## src/rtl/control_pkg.sv

```systemverilog
// Shared types and constants for the LEGv8-subset control sequencer:
// FSM states, opcodes, ALU/PC select codes and the datapath control-word layout.
package control_pkg;

  typedef enum logic [1:0] {
    S_FETCH = 2'd0,
    S_EXEC  = 2'd1,
    S_MEM   = 2'd2,
    S_HALT  = 2'd3
  } state_e;

  localparam logic [10:0] OPC_ADD  = 11'b10001011000;
  localparam logic [10:0] OPC_SUB  = 11'b11001011000;
  localparam logic [10:0] OPC_AND  = 11'b10001010000;
  localparam logic [10:0] OPC_ORR  = 11'b10101010000;
  localparam logic [10:0] OPC_LDUR = 11'b11111000010;
  localparam logic [10:0] OPC_STUR = 11'b11111000000;
  localparam logic [9:0]  OPC_ADDI = 10'b1001000100;
  localparam logic [9:0]  OPC_SUBI = 10'b1101000100;
  localparam logic [7:0]  OPC_CBZ  = 8'b10110100;
  localparam logic [5:0]  OPC_B    = 6'b000101;

  localparam logic [4:0] FS_ADD   = 5'b01000;
  localparam logic [4:0] FS_SUB   = 5'b01001;
  localparam logic [4:0] FS_AND   = 5'b00000;
  localparam logic [4:0] FS_ORR   = 5'b00100;
  localparam logic [4:0] FS_PASSB = 5'b10100;

  localparam logic [1:0] PS_HOLD   = 2'b00;
  localparam logic [1:0] PS_INC    = 2'b01;
  localparam logic [1:0] PS_BRANCH = 2'b10;

  localparam int CW_PS_LSB     = 30;
  localparam int CW_DA_LSB     = 25;
  localparam int CW_SA_LSB     = 20;
  localparam int CW_SB_LSB     = 15;
  localparam int CW_FS_LSB     = 10;
  localparam int CW_REGW_BIT   = 9;
  localparam int CW_RAMW_BIT   = 8;
  localparam int CW_EN_MEM_BIT = 7;
  localparam int CW_EN_ALU_BIT = 6;
  localparam int CW_EN_B_BIT   = 5;
  localparam int CW_EN_PC_BIT  = 4;
  localparam int CW_SELB_BIT   = 3;
  localparam int CW_PCSEL_BIT  = 2;
  localparam int CW_SL_BIT     = 1;
  localparam int CW_RSVD_BIT   = 0;

  // Each field spans from its own LSB up to the LSB of the field above it.
  typedef struct packed {
    logic [31-CW_PS_LSB:0]                    ps;
    logic [CW_PS_LSB-CW_DA_LSB-1:0]           da;
    logic [CW_DA_LSB-CW_SA_LSB-1:0]           sa;
    logic [CW_SA_LSB-CW_SB_LSB-1:0]           sb;
    logic [CW_SB_LSB-CW_FS_LSB-1:0]           fs;
    logic [CW_FS_LSB-CW_REGW_BIT-1:0]         reg_w;
    logic [CW_REGW_BIT-CW_RAMW_BIT-1:0]       ram_w;
    logic [CW_RAMW_BIT-CW_EN_MEM_BIT-1:0]     en_mem;
    logic [CW_EN_MEM_BIT-CW_EN_ALU_BIT-1:0]   en_alu;
    logic [CW_EN_ALU_BIT-CW_EN_B_BIT-1:0]     en_b;
    logic [CW_EN_B_BIT-CW_EN_PC_BIT-1:0]      en_pc;
    logic [CW_EN_PC_BIT-CW_SELB_BIT-1:0]      sel_b;
    logic [CW_SELB_BIT-CW_PCSEL_BIT-1:0]      pc_sel;
    logic [CW_PCSEL_BIT-CW_SL_BIT-1:0]        sl;
    logic [CW_SL_BIT-CW_RSVD_BIT-1:0]         rsvd;
  } ctrl_word_t;

  typedef enum logic [3:0] {
    OP_ADD, OP_SUB, OP_AND, OP_ORR, OP_ADDI, OP_SUBI,
    OP_LDUR, OP_STUR, OP_B, OP_CBZ, OP_ILL
  } op_e;

  typedef enum logic [2:0] {
    IMM_NONE, IMM_U12, IMM_S9, IMM_S19, IMM_S26
  } imm_sel_e;

  // Longest opcode wins: 11-bit codes, then 10, 8 and 6.
  function automatic op_e decode_op(input logic [10:0] opc);
    op_e r;
    r = OP_ILL;
    if      (opc == OPC_ADD)       r = OP_ADD;
    else if (opc == OPC_SUB)       r = OP_SUB;
    else if (opc == OPC_AND)       r = OP_AND;
    else if (opc == OPC_ORR)       r = OP_ORR;
    else if (opc == OPC_LDUR)      r = OP_LDUR;
    else if (opc == OPC_STUR)      r = OP_STUR;
    else if (opc[10:1] == OPC_ADDI) r = OP_ADDI;
    else if (opc[10:1] == OPC_SUBI) r = OP_SUBI;
    else if (opc[10:3] == OPC_CBZ)  r = OP_CBZ;
    else if (opc[10:5] == OPC_B)    r = OP_B;
    return r;
  endfunction

endpackage

```

## src/rtl/control_sequencer_imm_extend.sv

```systemverilog
// Immediate extraction: picks the instruction's immediate field by format
// and zero- or sign-extends it to the 64-bit datapath constant.
module imm_extend
  import control_pkg::*;
(
  input  logic [25:0] imm_bits,
  input  logic [2:0]  sel,
  output logic [63:0] k
);

  always_comb begin
    k = '0;
    case (sel)
      IMM_U12: k = {52'b0, imm_bits[21:10]};
      IMM_S9:  k = {{55{imm_bits[20]}}, imm_bits[20:12]};
      IMM_S19: k = {{45{imm_bits[23]}}, imm_bits[23:5]};
      IMM_S26: k = {{38{imm_bits[25]}}, imm_bits[25:0]};
      default: k = '0;
    endcase
  end

endmodule

```

## src/rtl/control_sequencer.sv

```systemverilog
// Multi-cycle LEGv8-subset control unit: latches the instruction in FETCH and
// emits one datapath control word (plus constant k) per state.
module control_sequencer
  import control_pkg::*;
#(
  parameter state_e RESET_STATE = S_FETCH
) (
  input  logic        clock,
  input  logic        reset,
  input  logic [31:0] instruction,
  input  logic [3:0]  status,
  output logic [31:0] controlWord,
  output logic [63:0] k,
  output logic [1:0]  state,
  output logic        halted
);

  state_e     state_q, state_d;
  logic [31:0] ir_q, ir_d;
  ctrl_word_t cw;
  imm_sel_e   imm_sel;
  op_e        op;
  logic [4:0] rd, rn, rm;
  logic       unused_status;

  assign rd = ir_q[4:0];
  assign rn = ir_q[9:5];
  assign rm = ir_q[20:16];
  assign op = decode_op(ir_q[31:21]);
  assign unused_status = ^status[3:1];

  always_ff @(posedge clock) begin
    if (!reset) begin
      state_q <= RESET_STATE;
      ir_q    <= '0;
    end else begin
      state_q <= state_d;
      ir_q    <= ir_d;
    end
  end

  always_comb begin
    cw      = '0;
    imm_sel = IMM_NONE;
    state_d = state_q;
    ir_d    = ir_q;
    case (state_q)
      S_FETCH: begin
        ir_d    = instruction;
        state_d = S_EXEC;
      end
      S_EXEC: begin
        state_d = S_FETCH;
        case (op)
          OP_ADD, OP_SUB, OP_AND, OP_ORR: begin
            cw.ps = PS_INC; cw.da = rd; cw.sa = rn; cw.sb = rm;
            cw.en_b = 1'b1; cw.en_alu = 1'b1; cw.reg_w = 1'b1;
            case (op)
              OP_SUB:  cw.fs = FS_SUB;
              OP_AND:  cw.fs = FS_AND;
              OP_ORR:  cw.fs = FS_ORR;
              default: cw.fs = FS_ADD;
            endcase
          end
          OP_ADDI, OP_SUBI: begin
            imm_sel = IMM_U12;
            cw.ps = PS_INC; cw.da = rd; cw.sa = rn; cw.sel_b = 1'b1;
            cw.en_alu = 1'b1; cw.reg_w = 1'b1;
            cw.fs = (op == OP_SUBI) ? FS_SUB : FS_ADD;
          end
          OP_LDUR: begin
            // Address phase only; the register write happens in S_MEM.
            imm_sel = IMM_S9;
            cw.ps = PS_HOLD; cw.sa = rn; cw.sel_b = 1'b1; cw.fs = FS_ADD;
            cw.en_mem = 1'b1;
            state_d = S_MEM;
          end
          OP_STUR: begin
            imm_sel = IMM_S9;
            cw.ps = PS_INC; cw.sa = rn; cw.sb = rd; cw.fs = FS_ADD;
            cw.sel_b = 1'b1; cw.ram_w = 1'b1;
          end
          OP_B: begin
            imm_sel = IMM_S26;
            cw.ps = PS_BRANCH;
          end
          OP_CBZ: begin
            imm_sel = IMM_S19;
            cw.sb = rd; cw.en_b = 1'b1; cw.fs = FS_PASSB;
            cw.ps = status[0] ? PS_BRANCH : PS_INC;
          end
          default: state_d = S_HALT;
        endcase
      end
      S_MEM: begin
        imm_sel = IMM_S9;
        cw.ps = PS_INC; cw.sa = rn; cw.sel_b = 1'b1; cw.fs = FS_ADD;
        cw.en_mem = 1'b1; cw.reg_w = 1'b1; cw.da = rd;
        state_d = S_FETCH;
      end
      default: state_d = S_HALT;
    endcase
  end

  imm_extend u_imm_extend (
    .imm_bits (ir_q[25:0]),
    .sel      (imm_sel),
    .k        (k)
  );

  // Reset gates the control word so nothing is written in the reset cycle.
  assign controlWord = reset ? cw : '0;
  assign state       = state_q;
  assign halted      = (state_q == S_HALT);

endmodule

```

## config.mk

```make
export PLATFORM = sky130hd
export DESIGN_NAME = control_sequencer
export DESIGN_NICKNAME = d
export VERILOG_FILES = /design/src/rtl/control_pkg.sv /design/src/rtl/control_sequencer_imm_extend.sv /design/src/rtl/control_sequencer.sv
export SDC_FILE = /design/constraint.sdc
export NUM_CORES = 1
export LEC_CHECK = 0
export CORE_AREA = 2 2 70 106
export CTS_BUF_LIST = sky130_fd_sc_hd__clkbuf_4
export CTS_CLUSTER_SIZE = 40
export DETAILED_ROUTE_END_ITERATION = 6
export DIE_AREA = 0 0 72 108
export PLACE_DENSITY_LB_ADDON = 0.12
export SLEW_MARGIN = 5
export SYNTH_ARGS = -nofsm -noshare
export SYNTH_HDL_FRONTEND = slang
export SYNTH_SLANG_ARGS = --single-unit
```

## constraint.sdc

```tcl
create_clock -name clock -period 5 [get_ports clock]
set_input_delay 1 -clock clock [delete_from_list [all_inputs] [get_ports clock]]
set_output_delay 1 -clock clock [all_outputs]
set_load 0.02 [all_outputs]
```

# == After elaboration in Yosys (flattened, before gate mapping) ==
# Index checks and enable logic that the tools add are counted.
# W data, S select, Z words.
# classes
n_eq_ne,26
muxes,36
reduce_logical,12
# ops
cell,count
$pmux W64 S4,1
$eq A11 B11 Y1 const B,6
$mux W32,1
$mux W4,8
$pmux W12 S2,1
$eq A10 B10 Y1 const B,2
$pmux W5 S4,1
$eq A4 B3 Y1 const B,4
$mux W5,3
$pmux W2 S3,2
$pmux W3 S4,1
$pmux W4 S3,1
$pmux W6 S2,1
$pmux W5 S2,1
$reduce_or A9 Y1,1
$eq A4 B2 Y1 const B,2
$eq A4 B4 Y1 const B,2
$eq A8 B8 Y1 const B,1
$mux W2,4
$reduce_or A4 Y1,2
$reduce_or A8 Y1,1
$mux W1,7
$reduce_or A7 Y1,1
$eq A3 B2 Y1 const B,2
14 further kinds,18
# word_totals
register_bits,34
input_bits,38
output_inout_bits,99
wordCells,76

# == Logic depth before layout (Yosys ltp) ==
# depth
depth_word,17
mapped_depth,10
mapped_depth_nobuf,8

# == Cells and area by module ==
# From an unflattened synthesis, not the netlist that was laid out.
# unflattened
cells_unflattened,340
hier_area_um2,3062.9
# modules_own_cells
module,n_inst,cells_each,area_per_inst_um2,seq_area_each_um2
control_sequencer,1,217,2038.2,680.7
imm_extend,1,123,1024.7,0.0

# == Worst setup path after synthesis ==
# No wires, ideal clock.
# synth_path
path_type,register to output
start,"register state_q[0], in the netlist state[0]"
end,output port k[26]
arrival_ns,3.051
required_ns,4.000
path_slack_ns,0.949
stages_incl_launch_ff,9
path_buffers,2
path_cell_list,dfxtp_1 ha_1 clkbuf_1 nand2_1 or4_4 a21oi_2 o2bb2ai_4 a221o_1 buf_4
# synth_between
elab_chain_len,4
elab_cells_between_ends,8
cone_classes,eq/ne: 6; mux: 2
# synth_lines
element,line,source
from (decl),control_sequencer.sv:18,"state_e state_q, state_d;"
from (signal assigned),control_sequencer.sv:37,state_q <= state_d;
$eq A2 B2 Y1 / $eq A2 B1 Y1 (equally long branches),control_sequencer.sv:47,case (state_q)
$pmux W3 S2 *,control_sequencer.sv:47,
$eq A3 B3 Y1 (tied with other cells),control_sequencer_imm_extend.sv:13,case (sel)
$pmux W64 S4 *,control_sequencer_imm_extend.sv:13,
to (decl),control_sequencer.sv:13,"output logic [63:0] k,"
# Every way passes the cells marked *; elsewhere a longest branch is shown, timed or not.

# == Final worst setup path ==
# layout_path
start,register ir_q[22]
end,output port k[39]
# layout_between
elab_chain_len,15
elab_cells_between_ends,31
cone_classes,eq/ne: 18; mux: 11; reduce/logical: 2
# layout_lines
element,line,source
from (decl),control_sequencer.sv:19,"logic [31:0] ir_q, ir_d;"
from (signal assigned),control_sequencer.sv:38,ir_q <= ir_d;
$eq A10 B10 Y1,control_pkg.sv:88,else if (opc[10:1] == OPC_SUBI) r = OP_SUBI;
$mux W4,control_pkg.sv:88,
$mux W4,control_pkg.sv:87,else if (opc[10:1] == OPC_ADDI) r = OP_ADDI;
$mux W4,control_pkg.sv:86,else if (opc == OPC_STUR) r = OP_STUR;
$mux W4,control_pkg.sv:85,else if (opc == OPC_LDUR) r = OP_LDUR;
$mux W4,control_pkg.sv:84,else if (opc == OPC_ORR) r = OP_ORR;
$mux W4,control_pkg.sv:83,else if (opc == OPC_AND) r = OP_AND;
$mux W4,control_pkg.sv:82,else if (opc == OPC_SUB) r = OP_SUB;
$mux W4 *,control_pkg.sv:81,if (opc == OPC_ADD) r = OP_ADD;
$eq A4 B3 Y1,control_sequencer.sv:54,case (op)
"$reduce_or A2 Y1, on equally long branches",-,
$pmux W3 S4 *,control_sequencer.sv:54,
$pmux W3 S2 *,control_sequencer.sv:47,
$eq A3 B3 Y1 (tied with other cells),control_sequencer_imm_extend.sv:13,
$pmux W64 S4 *,control_sequencer_imm_extend.sv:13,
# Marks and branches as above.

==> results.cfg <==
[sta]
period_minus_slack_ns = 4.69
post-route-period-util_pct = 93.9
relSlewSlack_pct = 28.8
fin_tns_setup_ns = 0
drv_slew = 0
worst-slew-pin-transition_ns = 1.07
final.setup.worst_slack_ns = 0.306
setup_viol = 0
rsz0062_at_grt = no
fin_skew_ns = 0.0147
max_freq_ghz = 0.213
hold_viol = 0

[floorplan]
start_util_pct = 42.3
io_pins = 137
dieHeight_um = 108
rows = 37
core_area_sq_mm = 0.00681
die_w_um = 72
dieArea_sq_mm = 0.00778

[detailed_routing]
first_pass_iters = 6
final_antenna_net_count = 0
drt_iter0_drc = 176
vias = 2769
drcViolationCount = 0
vias_per_cell = 5.62
finalWirelength_um = 8700
detail_route.wl_per_cell_um = 17.6

[clock_tree]
clockRootBuffer = clkbuf_4
cts_max_level = 2
ctsLongestPathBuffers = 2
path_clk_slew_ns = 0.11
post_cts_buffers = 0
clock_latency_ns = 0.35
cts.repair.resized = 0
clock-sinks = 34
cts_buffers = 5
cts_hold_buf = 0
cts_tree = yes

[setup_path]
cp.required_ns = 4.00
worstSetupPathType = flip-flop to output port
cp_max_fo = 39
arrival_ns = 3.69
cp-end-kind = output port
start_kind = flip-flop

[pwr]
sequentialPowerShare_pct = 37.2
p_leak_nw = 1.49
p_comb_share_pct = 50.6
pwr-share-clk_pct = 12.1
power_mw = 1.27
switching_share_pct = 44.4
intPower_mw = 0.708
switchingPower_mw = 0.566
vdd_drop_max_v = 0.000220
pwr_density_cell_mw_per_mm2 = 322

[hold_path]
hold_path_class = flip-flop to flip-flop

[cells_and_area]
area_delta_synth_final_pct = 37.4
antennaDiodeCount = 0
design_area_sq_mm = 0.00396
drive_above_1_share_pct = 8.19
fillerInstances = 650
fin_nets = 456
seq_area_sq_um = 681
multi_input_area_sq_mm = 0.00177
fin_cells = 493

[global_routing]
antenna_found_initial = 0
grt_pass1_wl_um = 13600
grt_use_total_pct = 22.1
grt_pass1_vias = 2641
grt_max_degree = 40
grt_overflow_total = 0

[synth]
ys_async_sr_fraction_pct = 0
synth_cell_type_count = 60
synthTopCellsByArea = dfxtp_1, buf_4, mux2i_1
synthFlopType = dfxtp_1
synthCells = 331
synth_edf_count = 0
synth_top_cell_by_area = dfxtp_1
yosysWarnings = 0
yosysMostFrequentCell = buf_4
synth_area_sq_mm = 0.00288
synth_top_area_share_pct = 23.6
synth_common_cells = buf_4, dfxtp_1, mux2i_1, nor2b_1, nand2_1
ys_ff_latch = 34
synth-seq-area-share_pct = 23.6
avgSynthCellArea_sq_um = 8.71

[placement]
dp_worst_setup_slack_ns = 0.695
dp_cells = 485
place.detailed.hpwl_um = 6410
place_area_sq_mm = 0.00391
place.gp.congestion = 0.922
io_buffers = 128

[run_status]
outcome = completed

[job]
drv_cap = 0
[state kept, by name (all words and copies together) (netlist names)]
| signal | cells |
|---|---|
| state | 2 |
| ir_q | 32 |
[layout by cell type (no fill, tap or decap), types with 7 or more instances in the layout]
cell and count:
a22oi_1 14, nand2_1 18, nor2b_1 32, dfxtp_1 34
mux2i_1 32, clkdlybuf4s50_1 128, nor2_1 17, buf_4 8
nor3_1 7, a221o_1 12, a222oi_1 8, and2_1 11
o21ai_0 7
[power groups by stage]
| stage | clock (mW) | combinational [mW] | sequential [mW] |
|---|---|---|---|
| 6_report | 0.155 | 0.645 | 0.475 |
| 5_1_grt | 0.171 | 0.698 | 0.488 |
| 4_1_cts | 0.161 | 0.649 | 0.473 |
| 3_5_place_dp | 0 | 0.645 | 0.479 |
| 3_3_place_gp | 0 | 0.639 | 0.477 |
| 2_1_floorplan | 0 | 0.483 | 0.429 |
[metal layers]
| metal | global-route usage, % | up-vias | wire [um] |
|---|---|---|---|
| met1 | 24.2 | 1314 | 3370 |
| met2 | 41.7 | 104 | 4780 |
| met3 | 3.82 | 13 | 421 |
| met4 | 7.95 | 0 | 128 |
| li1 | - | 1338 | - |
| met5 | 0 | - | 0 |
[critical path: stages (launching register included)]
cell and delay [ns]:
dfxtp_1 0.51, or4b_2 0.70, a211oi_1 0.41, nor4_2 0.17, o2bb2ai_4 0.35, a221o_1 0.22, buf_4 0.30, clkdlybuf4s50_1 0.68
[cells by family (layout without fill, tap and decap cells)]
logic type,count (synthesis),in the layout,synth area share (%)
AND/OR/NAND/NOR,119,119,26.1
AO/OA/AOI/OAI,71,71,21.2
buffers and inverters,69,149,15.6
flip-flops,34,34,23.6
multiplexers,33,33,11.5
adder cells (fa/ha/maj),4,4,1.74
other,1,5,0.130
[per-stage QoR]
stage,hold slack (ns),util [%]
6_report,0.563,58.2
5_1_grt,0.596,58.2
4_1_cts,0.567,58.2
3_5_place_dp,0.549,57.4
3_3_place_gp,0.542,57.4
2_1_floorplan,0.517,-
[final cells by class]
class | instances | area share (%)
clock buffers | 5 | 0.948
clock inverters | 3 | 0.411
inverters | 5 | 0.474
multi-input cells | 232 | 44.6
flip-flops and latches | 34 | 17.2
well taps | 78 | 2.46
repair buffers | 136 | 33.9
[worst paths after layout]
kind / start / to / slack [ns] / cells past startpoint
worst max-delay path: ir_q[22]$_SDFFE_PN0P_ / k[39] / 0.31 / 7
worst min-delay path: ir_q[5]$_SDFFE_PN0P_ / ir_q[5]$_SDFFE_PN0P_ / 0.56 / 2
worst max register to register: ir_q[22]$_SDFFE_PN0P_ / state[1]$_SDFF_PN0_ / 2.86 / 5
worst min register to register: ir_q[5]$_SDFFE_PN0P_ / ir_q[5]$_SDFFE_PN0P_ / 0.56 / 2
(Power assumes the default switching activity.)
